File: config.mk
export PLATFORM = sky130hd
export DESIGN_NAME = csr_timer
export DESIGN_NICKNAME = d
export VERILOG_FILES = /design/src/rtl/csr_timer.sv
export SDC_FILE = /design/constraint.sdc
export NUM_CORES = 1
export LEC_CHECK = 0
export ABC_AREA = 1
export BUFFER_PORTS_ARGS = -buffer_cell sky130_fd_sc_hd__buf_2
export CORE_ASPECT_RATIO = 0.75
export CORE_MARGIN = 2
export CORE_UTILIZATION = 55
export CTS_CLUSTER_DIAMETER = 100
export DETAILED_ROUTE_END_ITERATION = 12
export PLACE_DENSITY = 0.92
export REMOVE_ABC_BUFFERS = 1
export SLEW_MARGIN = 15
export SYNTH_ARGS = -nofsm -noshare
export SYNTH_HDL_FRONTEND = slang
export SYNTH_SLANG_ARGS = --single-unit
File: constraint.sdc
create_clock -name clk -period 3.14 [get_ports clk]
set_input_delay 0.314 -clock clk [delete_from_list [all_inputs] [get_ports clk]]
set_output_delay 0.314 -clock clk [all_outputs]
set_load 0.01 [all_outputs]
File: src/rtl/csr_timer.sv
// Timer/counter CSR group (TID, TCFG, TVAL, TICLR) plus the 64-bit stable counter.
// Shares the CSR file's write bus; rdata and csr_hit are purely combinational.
module csr_timer #(
   parameter logic [31:0] CORE_ID = 32'h0
) (
   input  logic        clk,
   input  logic        resetn,
   input  logic [13:0] csr_num,
   input  logic        we,
   input  logic [31:0] wdata,
   input  logic [31:0] wmask,
   output logic [31:0] rdata,
   output logic        csr_hit,
   output logic        timer_int,
   output logic [63:0] stable_cnt,
   output logic [31:0] counter_id
);

   localparam logic [13:0] ADDR_TID   = 14'h40;
   localparam logic [13:0] ADDR_TCFG  = 14'h41;
   localparam logic [13:0] ADDR_TVAL  = 14'h42;
   localparam logic [13:0] ADDR_TICLR = 14'h44;

   logic [31:0] r_tid;
   logic [31:0] r_tcfg;
   logic [31:0] r_tval;
   logic        r_timer_int;
   logic [63:0] r_stable_cnt;

   logic        w_sel_tid;
   logic        w_sel_tcfg;
   logic        w_sel_tval;
   logic        w_sel_ticlr;
   logic        w_tid_wr;
   logic        w_tcfg_wr;
   logic [31:0] w_tid_new;
   logic [31:0] w_tcfg_new;
   logic [31:0] w_tval_next;
   logic        w_ti_set;
   logic        w_ti_clr;

   assign w_sel_tid   = (csr_num == ADDR_TID);
   assign w_sel_tcfg  = (csr_num == ADDR_TCFG);
   assign w_sel_tval  = (csr_num == ADDR_TVAL);
   assign w_sel_ticlr = (csr_num == ADDR_TICLR);
   assign csr_hit     = w_sel_tid | w_sel_tcfg | w_sel_tval | w_sel_ticlr;

   assign w_tid_wr   = we & w_sel_tid;
   assign w_tcfg_wr  = we & w_sel_tcfg;
   assign w_tid_new  = (wmask & wdata) | (~wmask & r_tid);
   assign w_tcfg_new = (wmask & wdata) | (~wmask & r_tcfg);

   assign w_ti_set = r_tcfg[0] & (r_tval == 32'd0);
   assign w_ti_clr = we & w_sel_ticlr & wmask[0] & wdata[0];

   // A TCFG write decides the enable for this cycle: En=1 reloads, En=0 freezes TVAL.
   always_comb begin
      w_tval_next = r_tval;
      if (w_tcfg_wr) begin
         if (w_tcfg_new[0])
            w_tval_next = {w_tcfg_new[31:2], 2'b00};
      end else if (r_tcfg[0] && (r_tval != 32'hFFFF_FFFF)) begin
         if ((r_tval == 32'd0) && r_tcfg[1])
            w_tval_next = {r_tcfg[31:2], 2'b00};
         else
            w_tval_next = r_tval - 32'd1;
      end
   end

   always_ff @(posedge clk) begin
      if (!resetn) begin
         r_tid        <= CORE_ID;
         r_tcfg       <= 32'd0;
         r_tval       <= 32'hFFFF_FFFF;
         r_timer_int  <= 1'b0;
         r_stable_cnt <= 64'd0;
      end else begin
         r_stable_cnt <= r_stable_cnt + 64'd1;
         r_tval       <= w_tval_next;
         if (w_tid_wr)
            r_tid <= w_tid_new;
         if (w_tcfg_wr)
            r_tcfg <= w_tcfg_new;
         // An expiry in the same cycle as a clear keeps the interrupt pending.
         if (w_ti_set)
            r_timer_int <= 1'b1;
         else if (w_ti_clr)
            r_timer_int <= 1'b0;
      end
   end

   always_comb begin
      rdata = 32'd0;
      case (1'b1)
         w_sel_tid:  rdata = r_tid;
         w_sel_tcfg: rdata = r_tcfg;
         w_sel_tval: rdata = r_tval;
         default:    rdata = 32'd0;
      endcase
   end

   assign timer_int  = r_timer_int;
   assign stable_cnt = r_stable_cnt;
   assign counter_id = r_tid;

endmodule

# After elaboration in Yosys (flattened, before gate mapping)
# Index checks and enable logic that the tools add are counted.
# W data, S select, Z words.
[op_classes] addsub=2 eq_ne=6 muxes=9 bitwise_logic=15 n_reduce_logical=6
[ops] cell="$mux W32" n=7
[ops] cell="$and A32 B32 Y32" n=3
[ops] cell="$add A64 B1 Y64 const B" n=1
[ops] cell="$or A32 B32 Y32" n=2
[ops] cell="$eq A14 B7 Y1 const B" n=4
[ops] cell="$logic_not A32 Y1" n=1
[ops] cell="$ne A32 B32 Y1 const B" n=1
[ops] cell="$not A32 Y32" n=1
[ops] cell="$sub A32 B1 Y32 const B" n=1
[ops] cell="$and A1 B1 Y1" n=6
[ops] cell="$reduce_bool A2 Y1" n=2
[ops] cell="$or A1 B1 Y1" n=3
[ops] cell="$logic_and A1 B1 Y1" n=2
[ops] cell="$mux W1" n=2
[ops] cell="$ne A2 B1 Y1 const B" n=1
[ops] cell="$reduce_and A2 Y1" n=1
[word_totals] register_bits=161 in_bits=81 out_inout_bits=130 word_cells=43

# Logic depth before layout (Yosys ltp)
# Gate-level depths: netlist of run 1.
[logic_depth] word_depth=6 mapped_depth=14 ltp_nobuf=13

# Worst setup path after synthesis of run 1
# Ideal clock, no wire load.
[synth_timing] path_type="input -> output" from="in csr_num[13]" to="out rdata[22]" arrival_time_ns=1.593 required_ns=2.826 slack_ns=1.233 path_stages=9 path_buffers=2 cell_sequence="or2_4 > nor3_4 > inv_2 > nor2_4 > inv_2 > buf_6 > buf_2 > o22ai_1 > inv_1"
[synth_via] elab_chain_len=4 word_cells_on_any_way=6
[synth_lines] element="start: declaration" line="8" source="input logic [13:0] csr_num,"
[synth_lines] element="$eq A14 B7 Y1" line="44" source="assign w_sel_tval = (csr_num == ADDR_TVAL);"
[synth_lines] element="$mux W32 (2 in a row)" line="94" source="case (1'b1)"
[synth_lines] element="$mux W32 (*)" line="94"
[synth_lines] element="end: declaration" line="12" source="output logic [31:0] rdata,"
# Mark *: on every way between the ends. The rest lies on a longest branch, timed or not.

# Worst setup path after layout of run 1
[layout_timing] from="in csr_num[13]" to="out rdata[17]"
# The elaborated chain is that of the path after synthesis.

==> results.ini, run 1 <==
[synthesis]
async_reset_ff_frac=0
synth_top_area_frac=0.311
netlist_top_cells_area=dfxtp_1 31%, nand2_1 14%, inv_1 9.1%, nor2_1 7.2%, nand3_1 5.3%
postSynthCellCount=1646
syn_area_um2=10400
ys_types=49
synth_common_cells=381 x nand2_1, 251 x inv_1, 199 x nor2_1
synthFlopType=dfxtp_1
ys_seq_elements=161
yosys_warnings=0
synth_seq_area_share=0.311
yosysMostFrequentCell=nand2_1
synth_edf_count=0
synth.largest_area_cell=dfxtp_1
avgSynthCellArea_um2=6.29

[clocking]
cts_setup_buffers=0
numCtsBuffers=17
clkSlewWorstSetupHoldPaths_ns=0.07
h-tree-depth=4
cts_resized=0
clock_latency_ns=0.44
cts_tree=done
cts_hold_buf=0
clock_path_buffers=2
cts_root_buf=clkbuf_16
cts.sinks=161

[setup_path]
r2r_end=r_tval[30]
arrival_ns=2.26
rrSetupSlack_ns=0.60
endpoint_kind=output pin
crit_required_ns=2.83
crit_fanout=65
cp-start-kind=input port
crit_type=in2out
ff2ff_path_depth=13
r2r-start=r_tval[0]

[timing]
skew_ns=0.0130
fin_crit_sh=0.820
setup_tns_ns=0
setup_viol=0
finalWorstSetupSlack_ns=0.566
tightest_slew_ns=0.976
rsz0062_at_grt=false
finalHoldViolations=0
hold-worst-slack_ns=0.135
period_needed_ns=2.57
slew_viol_final=0
fmax_mhz=389
slew_headroom=0.348

[die]
io_pins=211
design.core.area_um2=18500
die_area_um2=20000
fp.dieH_um=123
die_w_um=162
start_util=0.561
rows=43

[place]
gp_congestion=1.03
portBuffers=210
dp_hpwl_mm=25.9
dpl_worst_slack_ns=0.605

[cells_and_area]
register_area_um2=3220
n_antenna_cell=0
nFillCells=1666
fin_nets=1915
area_growth_pct=16.6
drive_above_1_share=0.181
multi_input_area_um2=5850

[global_route]
antenna_found_initial=1
grt_overflow=0
grt_util_all_layers=0.346
grt_pass1_wl_mm=54.3
grt_max_degree=66
grt_pass1_vias=10600

[detailed_routing]
routed_via_density=5.65
route.detailed.drc=0
drt_iter0_drc=1349
wire_per_inst_um=16.6
drt-total-wl_mm=34.7
drtPass1Iterations=5
vias=11800
drtAntennaViolNets=0

[min_path]
min-delay-start=wdata[14]
min_delay_path_depth=3
hp-class=in2reg

[power]
powerDensity_nw_per_um2=356
power.leakage_nw=5.94
irDropWorstVdd_uv=274

[run]
max_cap_viol_count=0

[status]
status=finished, final reports clean

stage by stage:
step / power (mW) / util / cells / instance area, um2
CTS: 4.31 / 0.655 / 2091 / 12100
finish: 4.31 / 0.655 / 2091 / 12100
floorplan: 2.16 / - / 1589 / 10000
global placement: 2.26 / 0.624 / 2059 / 11500
global route: 4.42 / 0.655 / 2091 / 12100
detailed placement: 2.27 / 0.624 / 2059 / 11500
placed cells by master (no fill, tap or decap), drive strengths merged, types with 2 or more instances in the layout:
| master | Yosys | layout |
|---|---|---|
| clkbuf | 22 | 21 |
| dfxtp | 161 | 161 |
| buf | 35 | 223 |
| o22ai | 32 | 32 |
| inv | 254 | 257 |
| nand3b | 3 | 3 |
| clkinvlp | 0 | 3 |
| or2 | 18 | 18 |
| o31ai | 32 | 32 |
| or3 | 2 | 2 |
| nand3 | 113 | 113 |
| clkinv | 2 | 6 |
| nand2 | 387 | 387 |
| and2 | 2 | 2 |
| nand4 | 39 | 39 |
| xor2 | 25 | 25 |
| xnor2 | 5 | 5 |
| nor3b | 3 | 3 |
| o21bai | 30 | 30 |
| nor2 | 209 | 209 |
| nor4 | 6 | 6 |
| ha | 3 | 3 |
| o21ai | 120 | 120 |
| nor3 | 70 | 70 |
| o21a | 3 | 3 |
| a21oi | 67 | 67 |
report_power, final:
group	switching [mW]	leakage (nW)	internal [mW]	total, mW
clock	0.919	0.276	1.16	2.08
combinational	0.115	4.36	0.0627	0.178
sequential	0.00504	1.30	2.04	2.05
cell type report:
| type | instances | area share |
|---|---|---|
| Multi-Input combinational cell | 1172 | 0.484 |
| Sequential cell | 161 | 0.267 |
| Timing Repair Buffer | 223 | 0.0961 |
| Inverter | 256 | 0.0798 |
| Clock buffer | 21 | 0.0389 |
| Tap cell | 247 | 0.0256 |
| Clock inverter | 11 | 0.00849 |
cells by family after synthesis:
| family | count (synthesis) | synth area share |
|---|---|---|
| AOI/OAI and AO/OA | 286 | 0.171 |
| adders and majority gates | 3 | 0.00362 |
| buffers and inverters | 313 | 0.124 |
| DFF | 161 | 0.311 |
| and+or+nand+nor | 853 | 0.365 |
| xor gates and xnor gates | 30 | 0.0254 |
worst max path at each step:
stage	endpoint	slack [ns]	from	cells past startpoint
5_1_grt	rdata[31]	0.39	csr_num[5]	12
6_report	rdata[17]	0.57	csr_num[13]	10
3_3_place_gp	rdata[20]	0.68	csr_num[13]	9
4_1_cts	rdata[20]	0.60	csr_num[13]	9
2_1_floorplan	stable_cnt[13]	0.47	resetn	2
3_5_place_dp	rdata[20]	0.60	csr_num[13]	9
layer usage:
metal,global-route usage,up-vias,share of wire
met3,0.108,47,0.12
met4,0.0813,0,0.014
li1,-,5705,-
met5,0,-,0
met1,0.496,5412,0.45
met2,0.504,657,0.41
worst max-delay path, cell delays in order:
cell     delay (ns)
buf_2          0.10
or2_4          0.25
nor3_4         0.32
inv_2          0.10
nor2_4         0.14
inv_2          0.38
o21ai_0        0.22
o22ai_1        0.12
inv_1          0.15
buf_2          0.14
No activity file was read; power rests on OpenSTA's default activity.
==> run 2: changes to the inputs <==
CORE_UTILIZATION = 51   (was 55)
PLACE_DENSITY = 0.9   (was 0.92)
clock period = 2.1 ns   (was 3.14 ns; I/O delays follow)
==> results.ini, run 2 (synthesized netlist as in run 1, its figures left out) <==
[global_route]
grt_max_degree=60  ; was 66
grt_util_all_layers=0.316  ; was 0.346
grt_pass1_wl_mm=54.4  ; was 54.3 mm
grt_pass1_vias=10600  ; about the same
antenna_found_initial=2  ; was 1
grt_overflow=0  ; unchanged

[place]
portBuffers=210  ; unchanged
gp_congestion=0.998  ; was 1.03
dp_hpwl_mm=26.4  ; was 25.9 mm
dpl-instance-area_um2=12000  ; was 11,500 um2

[setup_path]
crit_chain=nand2_1 -> nor3_1 -> nand2_1 -> nor2_1 -> nand4_1 -> or2_2 -> a21oi_1  ; was buf_2 -> or2_4 -> nor3_4 -> inv_2 -> nor2_4 -> inv_2 -> o21ai_0 -> o22ai_1 -> inv_1 -> buf_2
crit_family=simple AND/OR/NAND/NOR gates  ; was buffers and inverters
cp.buffers_inverters=0  ; was 5
slowest_delay_ns=0.42  ; was 0.38 ns
crit_type=reg2reg  ; was in2out
crit_required_ns=2.45  ; was 2.83 ns
crit_path_top_delay_cell=dfxtp_1  ; was inv_2
endpoint_kind=flop  ; was output pin
crit_fanout=5  ; was 65
cp-start-kind=flop  ; was input port
arrival_ns=2.35  ; was 2.26 ns
crit_path_frequent_cell=nand2_1

[status]
status=finished, final reports clean  ; unchanged

[detailed_routing]
drt_iter0_drc=1645  ; was 1,349
wire_per_inst_um=16.1  ; was 16.6 um
drtAntennaViolNets=0  ; unchanged
vias=12000  ; was 11,800
routed_via_density=5.57  ; was 5.65
drt-total-wl_mm=34.8  ; was 34.7 mm
route.detailed.drc=0  ; unchanged
drtPass1Iterations=8  ; was 5

[min_path]
hp-class=in2reg  ; unchanged

[die]
fp.dieH_um=127  ; was 123 um
rows=45  ; was 43
die_area_um2=21500  ; was 20,000 um2
start_util=0.515  ; was 0.561
io_pins=211  ; unchanged
design.core.area_um2=20100  ; was 18,500 um2
die_w_um=169  ; was 162 um

[timing]
setup_viol=0  ; unchanged
finalHoldViolations=0  ; unchanged
slew_headroom=0.608  ; was 0.348
slew_viol_final=0  ; unchanged
period_needed_ns=1.99
tightest_slew_ns=0.584  ; was 0.976 ns
rsz0062_at_grt=false  ; unchanged
fin_crit_sh=0.949
skew_ns=0.0141  ; was 0.0130 ns
fmax_mhz=502

[power]
power_frac_clock=0.495  ; was 0.483
power.leakage_nw=6.36  ; was 5.94 nW
total_power_mw=6.60  ; was 4.31 mW
pwr-share-seq=0.464  ; was 0.476
irDropWorstVdd_uv=467  ; was 274 uV
powerDensity_nw_per_um2=516  ; was 356 nW/um2
p_sw_frac=0.235  ; was 0.241
netSwitchingPower_mw=1.55  ; was 1.04 mW
combPwrFrac=0.041  ; about the same
p_int_mw=5.05  ; was 3.27 mW

[cells_and_area]
final_common_cell=nand2_1  ; unchanged
finalInstanceArea_um2=12800  ; was 12,100 um2
layout_common_cells=378 x nand2_1, 250 x inv_1, 210 x buf_2  ; was 381 x nand2_1, 251 x inv_1, 210 x buf_2
drive_above_1_share=0.218  ; was 0.181
area_growth_pct=23.5  ; was 16.6%
fin_nets=1973  ; was 1,915
nFillCells=1850  ; was 1,666

[clocking]
h-tree-depth=4  ; unchanged
cts_root_buf=clkbuf_16  ; unchanged
clock_latency_ns=0.42  ; was 0.44 ns
numCtsBuffers=17  ; unchanged
clkSlewWorstSetupHoldPaths_ns=0.07  ; about the same
clock_path_buffers=2  ; unchanged
cts_hold_buf=0  ; unchanged
cts.sinks=161  ; unchanged
cts_tree=done  ; unchanged

[run]
max_cap_viol_count=0  ; unchanged

run 2: cell types whose count changed in the layout (fill, tap and decap cells not counted), sizes merged:
cell	before	now
clkbuf	21	18
buf	223	281
clkinv	6	8
inv	257	256
diode	0	2
bufinv	1	3
run 2: per-stage QoR:
| stage | utilization | setup WS, ns | hold slack [ns] | TNS (ns) | std cells |
|---|---|---|---|---|---|
| after floorplan | - | -0.462 | 0.294 | -18.91 | 1589 |
| after global placement | 0.599 | 0.105 | 0.450 | 0 | 2125 |
| after detailed placement | 0.599 | 0.0816 | 0.458 | 0 | 2125 |
| after CTS | 0.629 | 0.0469 | 0.0386 | 0 | 2157 |
| after global routing | 0.636 | 0.00426 | 0.0506 | 0 | 2162 |
| final | 0.636 | 0.108 | 0.0493 | 0 | 2162 |
run 2: final cells by class:
class / count / area, um2 / area share
repair buffers: 281 / 1700 / 0.133
well taps: 258 / 323 / 0.0252
flip-flops and latches: 161 / 3220 / 0.252
multi-input cells: 1172 / 5950 / 0.466
clock buffers: 18 / 429 / 0.0336
diodes: 2 / 5.00 / 0.000391
inverters: 256 / 963 / 0.0754
clock inverters: 14 / 184 / 0.0144
run 2: worst min-delay path, cell delays in order:
cell and delay (ns):
buf_2 0.09, o31ai_1 0.06, nor2_1 0.07
run 2: repair_timing:
item,4_1_cts,5_1_grt
setup buffers,0,3
gates resized for setup,0,29
endpoints found under the setup margin,0,47
hold endpoints to repair,0,0
run 2: metal layers:
metal  wire length [um]  GRT usage
met2              14500      0.466
met3               3770     0.0685
met1              15900      0.466
met5                  0          0
met4                674     0.0801
run 2: path summary, 6_finish.rpt:
check,slack (ns),cells past startpoint,from,end
max,0.11,7,stable_cnt[25],stable_cnt[62]
min reg2reg,0.47,2,r_tcfg[5],r_tcfg[5]
min,0.05,3,wdata[15],flop
max reg2reg,0.11,7,stable_cnt[25],stable_cnt[62]
run 2: power by group through the flow:
stage               registers, mW  logic, mW  clock network [mW]
floorplan                    3.13     0.0956                   0
global placement             3.13      0.259                   0
detailed placement           3.13      0.266                   0
CTS                          3.06      0.268                3.30
global route                 3.06      0.299                3.44
finish                       3.06      0.273                3.27
